==> src/rtl/xy_shape_stepper.sv <==
`default_nettype none
// ============================================================================
//  Module   : xy_shape_stepper
//  Purpose  : Table-driven X/Y shape tracer. Walks the segment list of the
//             selected shape from an external synchronous ROM and uses DDA
//             interpolation so both axes finish every segment together.
//  Revision : 1.0  initial release
// ============================================================================
module xy_shape_stepper #(
  parameter int NUM_SHAPES = 4,
  parameter int SEL_W      = 2,
  parameter int SEG_AW     = 6,
  parameter int STEP_W     = 12,
  parameter int PERIOD_W   = 16
) (
  input  logic                     sysclk,
  input  logic                     reset,
  input  logic                     enable,
  input  logic [SEL_W-1:0]         shape_sel,
  input  logic [PERIOD_W-1:0]      period,
  output logic [SEL_W+SEG_AW-1:0]  rom_addr,
  input  logic signed [STEP_W-1:0] rom_dx,
  input  logic signed [STEP_W-1:0] rom_dy,
  input  logic                     rom_last,
  output logic                     pulse_x,
  output logic                     pulse_y,
  output logic                     dir_x,
  output logic                     dir_y,
  output logic                     busy,
  output logic                     shape_done,
  output logic [SEL_W-1:0]         active_shape
);

  // The shape select must address exactly NUM_SHAPES shapes.
  if ((1 << SEL_W) != NUM_SHAPES) begin : g_sel_width_check
    $error("SEL_W must equal log2(NUM_SHAPES)");
  end

  typedef enum logic [1:0] {
    IDLE  = 2'd0,
    FETCH = 2'd1,
    LOAD  = 2'd2,
    RUN   = 2'd3
  } state_t;

  state_t              state_q, state_d;
  logic [SEL_W-1:0]    active_shape_q, active_shape_d;
  logic [SEG_AW-1:0]   seg_idx_q, seg_idx_d;
  logic [STEP_W-1:0]   major_q, major_d;
  logic [STEP_W-1:0]   minor_q, minor_d;
  logic [STEP_W-1:0]   remaining_q, remaining_d;
  logic [STEP_W:0]     acc_q, acc_d;
  logic [PERIOD_W-1:0] tick_q, tick_d;
  logic [PERIOD_W-1:0] reload_q, reload_d;
  logic                x_major_q, x_major_d;
  logic                last_q, last_d;
  logic                dir_x_q, dir_x_d;
  logic                dir_y_q, dir_y_d;
  logic                pulse_x_q, pulse_x_d;
  logic                pulse_y_q, pulse_y_d;
  logic                done_q, done_d;

  logic [STEP_W-1:0]   ax, ay, ld_major, ld_minor;
  logic [PERIOD_W-1:0] eff_m1;
  logic [STEP_W:0]     acc_sum;
  logic                minor_hit;
  logic                seg_end, seg_end_last;

  // Magnitude with the most negative code clamped to the largest positive one.
  function automatic logic [STEP_W-1:0] abs_sat(input logic signed [STEP_W-1:0] v);
    if (!v[STEP_W-1])
      return v;
    else if (v == {1'b1, {(STEP_W-1){1'b0}}})
      return {1'b0, {(STEP_W-1){1'b1}}};
    else
      return -v;
  endfunction

  // Segment decode, effective period and DDA accumulator arithmetic.
  always_comb begin
    ax        = abs_sat(rom_dx);
    ay        = abs_sat(rom_dy);
    ld_major  = (ax >= ay) ? ax : ay;
    ld_minor  = (ax >= ay) ? ay : ax;
    eff_m1    = (period < PERIOD_W'(2)) ? PERIOD_W'(1) : period - PERIOD_W'(1);
    acc_sum   = acc_q + {1'b0, minor_q};
    minor_hit = (acc_sum >= {1'b0, major_q});
  end

  // Next-state logic: sequencing, tick timing, pulse generation, segment advance.
  always_comb begin
    state_d        = state_q;
    active_shape_d = active_shape_q;
    seg_idx_d      = seg_idx_q;
    major_d        = major_q;
    minor_d        = minor_q;
    remaining_d    = remaining_q;
    acc_d          = acc_q;
    tick_d         = tick_q;
    reload_d       = reload_q;
    x_major_d      = x_major_q;
    last_d         = last_q;
    dir_x_d        = dir_x_q;
    dir_y_d        = dir_y_q;
    pulse_x_d      = 1'b0;
    pulse_y_d      = 1'b0;
    done_d         = 1'b0;
    seg_end        = 1'b0;
    seg_end_last   = 1'b0;

    if (state_q != IDLE && !enable) begin
      // Stop request: drop any in-flight tick, keep direction lines stable.
      state_d = IDLE;
    end else begin
      case (state_q)
        IDLE: begin
          if (enable) begin
            state_d        = FETCH;
            active_shape_d = shape_sel;
            seg_idx_d      = '0;
          end
        end
        FETCH: state_d = LOAD;
        LOAD: begin
          dir_x_d     = rom_dx[STEP_W-1];
          dir_y_d     = rom_dy[STEP_W-1];
          major_d     = ld_major;
          minor_d     = ld_minor;
          x_major_d   = (ax >= ay);
          acc_d       = {1'b0, ld_major} >> 1;
          remaining_d = ld_major;
          tick_d      = eff_m1;
          reload_d    = eff_m1;
          last_d      = rom_last;
          if (ld_major == '0) begin
            seg_end      = 1'b1;
            seg_end_last = rom_last;
            state_d      = FETCH;
          end else begin
            state_d = RUN;
          end
        end
        RUN: begin
          if (tick_q != '0) begin
            tick_d = tick_q - PERIOD_W'(1);
          end else begin
            tick_d      = reload_q;
            pulse_x_d   = x_major_q ? 1'b1 : minor_hit;
            pulse_y_d   = x_major_q ? minor_hit : 1'b1;
            acc_d       = minor_hit ? (acc_sum - {1'b0, major_q}) : acc_sum;
            remaining_d = remaining_q - STEP_W'(1);
            if (remaining_q == STEP_W'(1)) begin
              seg_end      = 1'b1;
              seg_end_last = last_q;
              state_d      = FETCH;
            end
          end
        end
        default: state_d = IDLE;
      endcase
    end

    // Loop boundary is the only place a new shape selection is accepted.
    if (seg_end) begin
      if (seg_end_last || seg_idx_q == {SEG_AW{1'b1}}) begin
        done_d         = 1'b1;
        seg_idx_d      = '0;
        active_shape_d = shape_sel;
      end else begin
        seg_idx_d = seg_idx_q + SEG_AW'(1);
      end
    end
  end

  // State register with synchronous reset.
  always_ff @(posedge sysclk) begin
    if (reset) begin
      state_q        <= IDLE;
      active_shape_q <= '0;
      seg_idx_q      <= '0;
      major_q        <= '0;
      minor_q        <= '0;
      remaining_q    <= '0;
      acc_q          <= '0;
      tick_q         <= '0;
      reload_q       <= '0;
      x_major_q      <= 1'b0;
      last_q         <= 1'b0;
      dir_x_q        <= 1'b0;
      dir_y_q        <= 1'b0;
      pulse_x_q      <= 1'b0;
      pulse_y_q      <= 1'b0;
      done_q         <= 1'b0;
    end else begin
      state_q        <= state_d;
      active_shape_q <= active_shape_d;
      seg_idx_q      <= seg_idx_d;
      major_q        <= major_d;
      minor_q        <= minor_d;
      remaining_q    <= remaining_d;
      acc_q          <= acc_d;
      tick_q         <= tick_d;
      reload_q       <= reload_d;
      x_major_q      <= x_major_d;
      last_q         <= last_d;
      dir_x_q        <= dir_x_d;
      dir_y_q        <= dir_y_d;
      pulse_x_q      <= pulse_x_d;
      pulse_y_q      <= pulse_y_d;
      done_q         <= done_d;
    end
  end

  assign rom_addr     = {active_shape_q, seg_idx_q};
  assign pulse_x      = pulse_x_q;
  assign pulse_y      = pulse_y_q;
  assign dir_x        = dir_x_q;
  assign dir_y        = dir_y_q;
  assign busy         = (state_q != IDLE);
  assign shape_done   = done_q;
  assign active_shape = active_shape_q;

endmodule
`default_nettype wire

==> config.mk <==
export PLATFORM = sky130hd
export DESIGN_NAME = xy_shape_stepper
export DESIGN_NICKNAME = d
export VERILOG_FILES = /design/src/rtl/xy_shape_stepper.sv
export SDC_FILE = /design/constraint.sdc
export NUM_CORES = 1
export LEC_CHECK = 0
export ABC_AREA = 1
export CORE_UTILIZATION = 61
export CTS_CLUSTER_SIZE = 24
export DETAILED_ROUTE_END_ITERATION = 6
export PLACE_DENSITY = 0.86
export SYNTH_ARGS = -nofsm -noshare
export SYNTH_HDL_FRONTEND = slang
export SYNTH_SLANG_ARGS = --single-unit
==> constraint.sdc <==
create_clock -name sysclk -period 6.9 [get_ports sysclk]
set_input_delay 0.69 -clock sysclk [delete_from_list [all_inputs] [get_ports sysclk]]
set_output_delay 0.69 -clock sysclk [all_outputs]
set_load 0.05 [all_outputs]
# --- Yosys cells after proc, flatten, opt, wreduce, memory -nomap -nowiden ---
# Cells that the tools add are included.
classes:
  addsub: 8
  mul: 0
  div_mod_pow: 0
  magnitude_cmp: 3
  n_eq_ne: 11
  n_shift: 0
  n_mux: 42
  n_bitwise: 3
  n_reduce_logical: 18
op_table:
  columns: ["operator", "count"]
  rows:
  - ["$mux 12", 7]
  - ["$mux 16", 2]
  - ["$pmux 16 s2", 1]
  - ["$sub 16x1->16 const B", 2]
  - ["$mux 6", 5]
  - ["$mux 13", 2]
  - ["$pmux 13 s2", 1]
  - ["$eq 12x12->1 const B", 2]
  - ["$neg 12->12", 2]
  - ["$pmux 12 s2", 1]
  - ["$mux 2", 9]
  - ["$lt 16x2->1 const B", 1]
  - ["$reduce_bool 16->1", 1]
  - ["$add 13x12->13", 1]
  - ["$ge 13x12->1", 1]
  - ["$sub 13x12->13", 1]
  - ["$eq 12x1->1 const B", 1]
  - ["$ge 12x12->1", 1]
  - ["$logic_not 12->1", 1]
  - ["$sub 12x1->12 const B", 1]
  - ["$mux 1", 11]
  - ["$reduce_and 3->1", 3]
  - ["$ne 2x2->1 const B", 4]
  - ["$pmux 2 s4", 1]
  - ["other kinds (14)", 23]
word_totals:
  ff_bits: 98
  latch_bits: 0
  ramBits: 0
  romBits: 0
  out_inout_bits: 16
  word_cells: 101
  n_memories: 0

# --- Depth between registers and ports, before layout ---
depth:
  word_depth: 12
  ltp_mapped: 30
  mapped_depth_nobuf: 30

# --- Worst setup path before layout ---
# No wires, ideal clock.
synth_timing:
  path_type: "input-to-reg"
  startpoint: "input port rom_dy[0]"
  endpoint: "register seg_idx_q[3]"
  arrival_time_ns: 3.296
  t_required_ns: 6.768
  path_slack_ns: 3.472
  cell_stages: 25
  cell_sequence: "inv_1 -> ha_1 -> nand2_1 -> nor2_1 -> nand2_2 -> nand3_1 -> inv_1 -> ha_1 -> nand2_1 -> nand2_1 -> nand2_1 -> nand3_2 -> nor2_4 -> nand2_4 -> buf_6 -> nand2_2 -> nand2_2 -> nor2_1 -> nand2_1 -> nor2_2 -> nand3_2 -> a21oi_4 -> nor2_2 -> nand2_1 -> a21oi_1"
synth_between:
  elab_chain_len: 12
synth_rtl:
  columns: ["item", "line", "text"]
  rows:
  - ["start, declared", "23", "input logic signed [STEP_W-1:0] rom_dy,"]
  - ["$neg 12->12 / $eq 12x12->1 (equally long branches)", "76, 73", null]
  - ["$mux 12", "73", "else if (v == {1'b1, {(STEP_W-1){1'b0}}})"]
  - ["$mux 12 *", "71", "if (!v[STEP_W-1])"]
  - ["$ge 12x12->1", "83", "ld_major = (ax >= ay) ? ax : ay;"]
  - ["$mux 12 *", "83", null]
  - ["$logic_not 12->1 *", "135", "if (ld_major == '0) begin"]
  - ["$mux 1", "135", null]
  - ["$pmux 1 s2", "115", "case (state_q)"]
  - ["$mux 1", "111", "if (state_q != IDLE && !enable) begin"]
  - ["$logic_or 1x1->1", "165", "if (seg_end_last || seg_idx_q == {SEG_AW{1'b1}}) begin"]
  - ["$mux 6", "165", null]
  - ["$mux 6", "164", "if (seg_end) begin"]
  - ["end signal, assigned", "197", "seg_idx_q <= seg_idx_d;"]
  - ["end, declared", "48", "logic [SEG_AW-1:0] seg_idx_q, seg_idx_d;"]
# Every way passes the cells marked *; elsewhere a longest branch is shown, timed or not.
# A chain may end at the register's enable or synchronous reset.

# --- Worst setup path after layout ---
layout_timing:
  startpoint: "register minor_q[2]"
  endpoint: "register acc_q[12]"
layout_between:
  elab_chain_len: 5
layout_rtl:
  columns: ["item", "line", "text"]
  rows:
  - ["start, declared", "50", "logic [STEP_W-1:0] minor_q, minor_d;"]
  - ["start signal, assigned", "199", "minor_q <= minor_d;"]
  - ["$add 13x12->13 *", "86", "acc_sum = acc_q + {1'b0, minor_q};"]
  - ["$sub 13x12->13 / $ge 13x12->1 (equally long branches)", "150, 87", null]
  - ["$mux 13 *", "150", "acc_d = minor_hit ? (acc_sum - {1'b0, major_q}) : acc_sum;"]
  - ["$mux 13 *", "144", "if (tick_q != '0) begin"]
  - ["$pmux 13 s2 *", "115", null]
  - ["end signal, assigned", "184", "acc_q <= '0;"]
  - ["end signal, assigned", "201", "acc_q <= acc_d;"]
  - ["end, declared", "52", "logic [STEP_W:0] acc_q, acc_d;"]
# Every way passes the cells marked *; elsewhere a longest branch is shown, timed or not. The select of a mux whose other input is x is not followed.

==> impl_results.md <==
* Switching Share at about half
* Number of synthesized flops with an enable pin at 0
* Final #Nets at ~1300
* Leak at ~4.3 nW
* I/O Buffers at 61
* Post-cts sizing count at 0
* CTS max path bufs at 2
* Tightest Pin Transition at ~970 ps
* Commonest non-fill, non-tap cell in the layout: nand2_1
* Reg-to-reg startpoint: minor_q[2]
* DR WL/cell at 14.8 um
* Syn_nets at 1299
* Final core occ at between 70% and 80%
* Reg power frac at ~25%
* Root Buffer: clkbuf_16
* Fmax at 0.235 GHz
* # IOs at 62
* Worst-path fanout max at 23
* Required time of the worst setup path at 7150 ps
* Syn. warnings at 0
* Vias in the first global route at 7182
* Via density per instance at between 5 and 6
* Starting Density at approximately 63%
* Tot Pwr at just over 3 mW
* DP HPWL at about 16000 um
* CP peak stage delay at ~560 ps
* Comb pwr share at roughly 58%
* Library cells used by synthesis at 49
* Worst Skew at about 10 ps
* CTS H-tree lvls at 3
* Detailed Route Iter0 Violations at between 700 and 800
* Sequential fraction of the synthesis area at approximately 26%
* Largest net degree at the start of global routing at between 50 and 60
* Final period util at slightly above 60%
* Reg clk slew, reported paths at about 70 ps
* Kind of critical path: flop to flop
* First-pass GRT wire length at ~34000 um
* CP Buf/Inv Count at 2
* FP Rows at 40
* Worst min-delay path category: flop to flop
* Syn avg cell area at between 6 and 7 um2
* DRC Markers at 0
* CP endpoint: acc_q[12]
* Crit path max-delay cell type: nand3_1
* Reg-to-Reg End: acc_q[12]
* CP Launch Point: minor_q[2]
* Top cell by count, worst path: nand2_1
* Pre-CTS setup slack at around 2400 ps
* Crit path DAT at between 4000 and 5000 ps
* CP startpoint kind: flop
* GR Overflow Total at 0
* NetSw at 1.51 mW
* DRT antenna net count at 0
* Initial antenna violation count at 0
* Post-route worst setup slack at between 2000 and 3000 ps
* Period minus WS final at about 4200 ps
* Total of fill cells in the finished design at 1071
* Area grow syn2layout at 12.9%
* R2R Setup Slk at 2650 ps
* Clock power share at approximately 17%
* Commonest cells after routing, fill and taps aside: 247 x nand2_1, 186 x inv_1, 114 x nor2_1, 108 x a21oi_1, 102 x o21ai_0
* Overall Global Routing Usage at between 30% and 40%
* Top_reg_cell synth: dfxtp_1
* Clk Latency, worst-skew pair at between 300 and 400 ps
* Power Dens Cells at 358 nW/um2
* Gate Count Post-Synth at about 1200
* Final WL at 21000 um
* Placer Congestion at 1.00
* Via Count at 7938
* Crit-path cells: ha_1, a21oi_1, nand2_1, a21oi_1, o21ai_0, nand2_1, nand2_1, a21oi_1, xor2_1, inv_1, ha_1, nand3_1, o41ai_1, inv_1, nand3_1, nand2_1, or2_2, nand3_1, nand2_1
* Final setup violation count at 0
* Status: complete, no violations
* R2R depth at 19
* CTS tree: done
* Reg area at 1960 um2
* Hold Slack at around 470 ps
* Die Wd at around 110 um
* Final setup TNS at 0 ps
* RSZ-0062 raised after global routing: no
* TritonRoute pass-1 iters at 6
* Async S/R FF share, synth at 0%
* Hold-fix buffers, CTS at 0
* Core area at roughly 12000 um2
* Layout cells sized above 1 at roughly 4.6%
* Internal Power at ~1.6 mW
* Stages on the worst setup path at 19
* Post-Syn Area at approximately 7600 um2
* Critical Path Sink Type: flop
* Final hold violations at 0
* Register bit count reported by yosys at 98
* Die area at 12900 um2
* Count of pins over their slew limit at 0
* Clk sinks at just under 100
* TritonCTS Buffers at 9
* N_diodes at 0
* Die Y at around 110 um
* Number of max-cap violations at 0
* VDD IR max at approximately 0.00020 V
* CP top delay family: simple AND/OR/NAND/NOR gates
* Post-CTS Setup Bufs at 0
* Multi-input logic area at about 4700 um2
* Relative slew slack at 35.5%
==> worst min path at each step <==
stage	startpoint	cells past startpoint	slack (ps)	endpoint
global placement	reload_q[6]	2	450	reload_q[6]
global route	reload_q[6]	2	490	reload_q[6]
floorplan	reload_q[6]	2	440	reload_q[6]
finish	reload_q[10]	2	470	reload_q[10]
detailed placement	reload_q[14]	2	450	reload_q[14]
CTS	reload_q[10]	2	470	reload_q[10]
==> cells by family after synthesis <==
kind of cell,count (synthesis),synth area share [%]
and+or+nand+nor,507,28.8
AOI/OAI and AO/OA,278,20.9
muxes,2,0.263
adders and majority gates,51,8.58
DFF,98,25.8
buffers and inverters,233,11.9
xor gates and xnor gates,33,3.80
==> sequential cells by signal, summed over array words and instances (netlist names), 2 cells and up <==
register	count
reload_q	16
tick_q	16
acc_q	13
major_q	12
minor_q	12
remaining_q	12
seg_idx_q	6
active_shape	2
state_q	2
==> cell type report <==
cell class,count,share of cell area [%]
well taps,168,2.45
inverters,192,8.39
flip-flops and latches,98,22.8
clock buffers,10,2.78
clock inverters,6,0.757
repair buffers,67,7.63
multi-input cells,871,55.2
==> Yosys cell counts, types with 4 or more instances <==
cell type    n  share of area (%)
clkinv_1     4               0.20
xnor2_1     11                1.3
a31oi_1     11               0.90
a211oi_1     4               0.39
xor2_1      22                2.5
clkbuf_1    31                1.5
a21oi_1    108                7.1
nor4_1       5               0.41
ha_1        49                8.1
dfxtp_1     98                 26
nand3_1     82                5.4
nand4_1     13                1.1
nor2_1     114                5.6
or2_2        9               0.74
a221oi_1    15                1.7
nor2_2       6               0.49
inv_1      186                9.2
buf_2        4               0.26
nand2_2     10               0.82
nor3_1      10               0.66
o221ai_1     6               0.69
nand2_1    247                 12
o21ai_0    102                6.7
o211ai_1    15                1.5
==> worst min-delay path, delay by kind of cell (launching register included) <==
kind | cells | cell delay (ps)
flip-flops | 1 | 300
buffers and inverters | 1 | 60
AO/OA/AOI/OAI | 1 | 60
==> layer usage <==
metal  GRT usage (%)  part of all wire [%]
met1            45.1                    44
met2            56.3                    47
met3            4.94                   7.8
met4            9.47                   1.6
met5               0                     0
==> metrics by stage <==
stage               area (um2)  cells
floorplan                 7610   1202
global placement          8290   1396
detailed placement        8290   1396
CTS                       8590   1412
global route              8590   1412
finish                    8590   1412
==> power by group through the flow <==
stage / registers, mW / clock network, mW / logic (mW)
global placement: 0.776 / 0 / 1.69
global route: 0.785 / 0.555 / 1.98
detailed placement: 0.779 / 0 / 1.72
finish: 0.770 / 0.526 / 1.78
floorplan: 0.770 / 0 / 1.35
CTS: 0.768 / 0.524 / 1.75
Power figures use the tool's default switching activity.
